## src/rtl/gray_result_decoder.sv

```systemverilog
// gray_result_decoder: bit-serial Gray-to-binary decoder for the adder/subtractor
// result word. Accepts one Gray word and its mode, rebuilds the binary value
// MSB-first at one bit per clock, then presents binary value, carry/borrow,
// sign and magnitude behind a valid/ready handshake.
module gray_result_decoder #(
    parameter int W  = 9,
    parameter int CW = 4
) (
    input  logic          clk,
    input  logic          rst_n,
    input  logic          in_valid,
    output logic          in_ready,
    input  logic [W-1:0]  in_gray,
    input  logic          in_mode,
    output logic          out_valid,
    input  logic          out_ready,
    output logic [W-1:0]  bin_value,
    output logic          carry_borrow_out,
    output logic          neg,
    output logic [W-1:0]  magnitude,
    output logic          busy
);

    typedef enum logic [1:0] {
        ST_IDLE   = 2'd0,
        ST_DECODE = 2'd1,
        ST_DONE   = 2'd2
    } state_t;

    // Two's complement negation modulo 2^W; 2^(W-1) maps onto itself.
    function automatic logic [W-1:0] twos_negate(input logic [W-1:0] v);
        return (~v) + W'(1);
    endfunction

    // One step of the Gray prefix-XOR: binary bit = previous binary bit ^ Gray bit.
    function automatic logic gray_step(input logic prev_bin, input logic gray_bit);
        return prev_bin ^ gray_bit;
    endfunction

    state_t          state_r;
    state_t          state_next_s;
    logic [W-1:0]    g_r;
    logic            m_r;
    logic [CW-1:0]   cnt_r;
    logic            prev_r;
    logic [W-1:0]    bin_r;
    logic            cb_r;
    logic            neg_r;
    logic [W-1:0]    mag_r;
    logic            in_ready_r;
    logic            out_valid_r;
    logic            busy_r;

    logic            accept_s;
    logic            decode_s;
    logic            last_bit_s;
    logic            bit_s;
    logic [W-1:0]    bin_next_s;
    logic            neg_next_s;
    logic [W-1:0]    mag_next_s;

    // Next-state and control decode for the IDLE/DECODE/DONE sequence.
    always_comb begin
        state_next_s = state_r;
        accept_s     = 1'b0;
        decode_s     = 1'b0;
        last_bit_s   = 1'b0;
        case (state_r)
            ST_IDLE: begin
                if (in_valid) begin
                    accept_s     = 1'b1;
                    state_next_s = ST_DECODE;
                end else begin
                    state_next_s = ST_IDLE;
                end
            end
            ST_DECODE: begin
                decode_s = 1'b1;
                if (cnt_r == CW'(0)) begin
                    last_bit_s   = 1'b1;
                    state_next_s = ST_DONE;
                end else begin
                    state_next_s = ST_DECODE;
                end
            end
            ST_DONE: begin
                if (out_ready) begin
                    state_next_s = ST_IDLE;
                end else begin
                    state_next_s = ST_DONE;
                end
            end
            default: begin
                state_next_s = ST_IDLE;
            end
        endcase
    end

    // Current decoded bit and the word/flags as they will look once it is written.
    always_comb begin
        bit_s             = gray_step(prev_r, g_r[cnt_r]);
        bin_next_s        = bin_r;
        bin_next_s[cnt_r] = bit_s;
        neg_next_s        = m_r & bin_next_s[W-1];
        if (neg_next_s) begin
            mag_next_s = twos_negate(bin_next_s);
        end else begin
            mag_next_s = bin_next_s;
        end
    end

    // State register.
    always_ff @(posedge clk or negedge rst_n) begin
        if (!rst_n) begin
            state_r <= ST_IDLE;
        end else begin
            state_r <= state_next_s;
        end
    end

    // Capture of the Gray word and mode; later input changes are ignored.
    always_ff @(posedge clk or negedge rst_n) begin
        if (!rst_n) begin
            g_r <= '0;
            m_r <= 1'b0;
        end else if (accept_s) begin
            g_r <= in_gray;
            m_r <= in_mode;
        end else begin
            g_r <= g_r;
            m_r <= m_r;
        end
    end

    // Serial decode datapath: bit counter, running binary bit and the binary word.
    always_ff @(posedge clk or negedge rst_n) begin
        if (!rst_n) begin
            cnt_r  <= '0;
            prev_r <= 1'b0;
            bin_r  <= '0;
        end else if (accept_s) begin
            cnt_r  <= CW'(W - 1);
            prev_r <= 1'b0;
            bin_r  <= '0;
        end else if (decode_s) begin
            cnt_r  <= last_bit_s ? cnt_r : (cnt_r - CW'(1));
            prev_r <= bit_s;
            bin_r  <= bin_next_s;
        end else begin
            cnt_r  <= cnt_r;
            prev_r <= prev_r;
            bin_r  <= bin_r;
        end
    end

    // Result flags, loaded once on the edge that writes bit 0 and held afterwards.
    always_ff @(posedge clk or negedge rst_n) begin
        if (!rst_n) begin
            cb_r  <= 1'b0;
            neg_r <= 1'b0;
            mag_r <= '0;
        end else if (last_bit_s) begin
            cb_r  <= bin_next_s[W-1];
            neg_r <= neg_next_s;
            mag_r <= mag_next_s;
        end else begin
            cb_r  <= cb_r;
            neg_r <= neg_r;
            mag_r <= mag_r;
        end
    end

    // Registered handshake/status outputs derived from the upcoming state.
    always_ff @(posedge clk or negedge rst_n) begin
        if (!rst_n) begin
            in_ready_r  <= 1'b1;
            out_valid_r <= 1'b0;
            busy_r      <= 1'b0;
        end else begin
            in_ready_r  <= (state_next_s == ST_IDLE);
            out_valid_r <= (state_next_s == ST_DONE);
            busy_r      <= (state_next_s == ST_DECODE);
        end
    end

    assign in_ready         = in_ready_r;
    assign out_valid        = out_valid_r;
    assign busy             = busy_r;
    assign bin_value        = bin_r;
    assign carry_borrow_out = cb_r;
    assign neg              = neg_r;
    assign magnitude        = mag_r;

endmodule

```

## config.mk

```make
export PLATFORM = sky130hd
export DESIGN_NAME = gray_result_decoder
export DESIGN_NICKNAME = d
export VERILOG_FILES = /design/src/rtl/gray_result_decoder.sv
export SDC_FILE = /design/constraint.sdc
export NUM_CORES = 1
export LEC_CHECK = 0
export ABC_AREA = 1
export CAP_MARGIN = 40
export CORE_UTILIZATION = 48
export DETAILED_ROUTE_END_ITERATION = 7
export PLACE_DENSITY = 0.76
export SLEW_MARGIN = 20
export SYNTH_ARGS = -nofsm -noshare
export SYNTH_HDL_FRONTEND = slang
export SYNTH_SLANG_ARGS = --single-unit
```

## constraint.sdc

```tcl
create_clock -name clk -period 1.8 [get_ports clk]
set_input_delay 0.45 -clock clk [delete_from_list [all_inputs] [get_ports clk]]
set_output_delay 0.45 -clock clk [all_outputs]
set_load 0.01 [all_outputs]
```

==> reports/summary.txt <==
commonest non-fill, non-tap cell in the layout - nand2_1
Total Wirelength - 5528 um
post-route ant nets - 0
Synth Area in Compound Gates - 0.07486
Min-Delay Path Class - primary input to async pin
max incr delay on CP - 460 ps
TritonCTS clock tree - done
final hold slack - 195.7 ps
initial antenna violation count - 0
Post-Synthesis Net Count - 302
Initial Utilization - 0.4994
Setup violations, final - 9
CP Launch Type - register
Setup crit start - cnt_r[1]$_DFFE_PN0P_
PnR worst setup slack - -197.7 ps
via-per-instance ratio - 5.115
final non-filler cell area - 3181 um^2
flops & latches, synth - 40
H-tree depth - 2
Mapped Avg Cell Area - 7.737 um^2
placed inst area - 2784 um^2
asr flop ratio synth - 1.000
share of cells above drive strength 1 - 0.2873
Pwr Density - 1901 nW/um^2
most frequent cells in the layout - nand2_1 (81), dfrtp_1 (36), inv_1 (35)
Slew headroom - 0.6718
Leak - 1.573 nW
Seq/Total Area, Yosys - 0.4577
Synth Cell Area - 2190 um^2
Worst-Margin Slew - 492.3 ps
Top FF cell, synth - dfrtp_1
Synth Area in Adders - 0.02857
Layout area overhead - 45.26%
Clock Latency Late Sink - 300 ps
final net count - 373
number of DRC markers in iteration 0 - 194
Fillers - 309
DR vias - 2082
DRC Markers - 0
Clock Skew - 6.450 ps
Tcrit/Tclk final - 1.110
TritonRoute pass-1 iters - 5
WL per Instance - 13.58 um
Synth Warn # - 0
xor/xnor share of the synthesized area - 0.008000
Clock Path Buffers - 2
failing checks - setup timing
Req. time, crit path - 1990 ps
die area - 4836 um^2
crit path kind - register to register
post-synthesis mux area share - 0
Root Buffer - clkbuf_8
setup TNS - -1174 ps
pin count of the biggest net entering global routing - 41
Core Box Area - 4384 um^2
largest family of logic cells by synthesized area - simple AND/OR/NAND/NOR gates
Die Wd - 69.54 um
Post-synth EDFFs - 0
first-pass GRT wire length - 8652 um
FMAX - 0.5006 GHz
RD Place Congestion - 0.9356
Post-Synth Simple-Gate Area - 0.3383
VDD IR max - 0.8548 mV
cell breakdown of the critical path - inv_2 -> ha_2 -> inv_2 -> nor3_4 -> or2_2 -> nand2_2 -> nor2_4 -> buf_12 -> nand2_2 -> xor2_1 -> o21ai_2
row count - 24
Synth cell types - 32
vias in the first global route - 1876
Max-Cap Viols - 0
diode count - 0
Fin. Hold Viols - 0
Die Height - 69.54 um
All-Layer GR Usage - 0.2259
outcome - complete, but fails checks
Worst EP arrival - 2190 ps
RSZ-0062 raised after global routing - true
DP Wirelength - 3542 um
post-route minimum period - 1998 ps
CP Max Fanout - 5
gr ovfl total - 0
slowest CP cell - dfrtp_2
Critical R2R Launch - cnt_r[1]$_DFFE_PN0P_
Slew Limit Fails - 0
port bufs - 36
clock slew at reported path FFs - 80 ps
CTS sink count - 40
Gate Count Post-Synth - 283
Crit. End Element - register
CTS buffer count - 5
Ports - 37
==> synthesized netlist by cell type (2+ instances only) <==
cell type | number | area share
a21oi_1 | 2 | 0.0046
nand3_2 | 5 | 0.023
clkbuf_1 | 3 | 0.0051
nand2_2 | 5 | 0.014
nand2_4 | 3 | 0.015
ha_1 | 5 | 0.029
inv_1 | 38 | 0.065
o21ai_0 | 14 | 0.032
nor2_1 | 16 | 0.027
nand4_1 | 4 | 0.011
inv_2 | 3 | 0.0051
o22ai_1 | 10 | 0.029
nor2_2 | 2 | 0.0057
nand2_1 | 95 | 0.16
nand3_1 | 22 | 0.050
dfrtp_1 | 39 | 0.45
buf_6 | 2 | 0.010
==> final cells by class <==
cell class	instances	area, um^2	share of cell area
multi-input cells	194	1157	0.3639
flip-flops and latches	40	1006	0.3163
repair buffers	70	663.1	0.2085
inverters	43	167.7	0.05271
clock buffers	6	82.58	0.02596
well taps	52	65.06	0.02046
clock inverters	2	38.79	0.01220
==> power breakdown <==
| group | switching (W) | total, W | leakage, nW | internal, W |
|---|---|---|---|---|
| clock network | 0.000333 | 0.000786 | 0.0614 | 0.000454 |
| registers | 0.000278 | 0.00157 | 0.502 | 0.00129 |
| logic | 0.00201 | 0.00369 | 1.01 | 0.00168 |
| total | 0.00262 | 0.00605 | 1.57 | 0.00342 |
==> stage by stage <==
step           utilization  std cells  setup slack (ps)  total power (W)
2_1_floorplan            -        283             4.284         0.003315
3_3_place_gp        0.6350        391            -103.0         0.004458
3_5_place_dp        0.6350        391            -139.7         0.004527
4_1_cts             0.6695        400            -93.34         0.005405
5_1_grt             0.7255        407            -293.9         0.006478
6_report            0.7255        407            -197.7         0.006046
==> worst max-delay path: cells and delay by family (launching register included) <==
family,cells,cell delay [ps]
XOR/XNOR,1,210
AND/OR/NAND/NOR,5,600
flip-flops,1,460
AO/OA/AOI/OAI,1,60
adder cells (fa/ha/maj),1,190
buffers and inverters,3,360
==> sequential cells by signal, summed over array words and instances, names as in the netlist <==
register          flops
bin_value             9
busy                  1
carry_borrow_out      1
cnt_r                 4
g_r                   9
in_ready              1
m_r                   1
magnitude             9
neg                   1
out_valid             1
prev_r                1
state_r               2
==> final timing paths <==
kind,to,slack [ps],cells after the start
setup / recovery,magnitude[2]$_DFFE_PN0P_,-200,11
hold / removal,magnitude[6]$_DFFE_PN0P_,200,2
setup reg to reg,magnitude[2]$_DFFE_PN0P_,-200,11
hold reg to reg,magnitude[7]$_DFFE_PN0P_,480,2
max in group asynchronous,cnt_r[2]$_DFFE_PN0P_,1240,2
min in group clk,magnitude[7]$_DFFE_PN0P_,480,2
==> metal layers <==
layer	track usage	share of wire
met1	0.3254	0.45
met2	0.3301	0.50
met3	0.05087	0.042
met4	0.09070	0.012
met5	0	0
==> timing repair <==
item,CTS,global route
endpoints found under the setup margin,12,19
gates resized for setup,9,40
buffers inserted,1,6
hold buffers,0,0
cloned,0,1
pin swaps,2,15
==> cell families (layout without fill, tap and decap cells) <==
| family | Yosys count | in the layout |
|---|---|---|
| xor gates and xnor gates | 2 | 2 |
| and+or+nand+nor | 158 | 158 |
| AOI/OAI and AO/OA | 29 | 29 |
| buffers and inverters | 49 | 121 |
| adders and majority gates | 5 | 5 |
| DFF | 40 | 40 |
No activity file was read; power rests on OpenSTA's default activity.
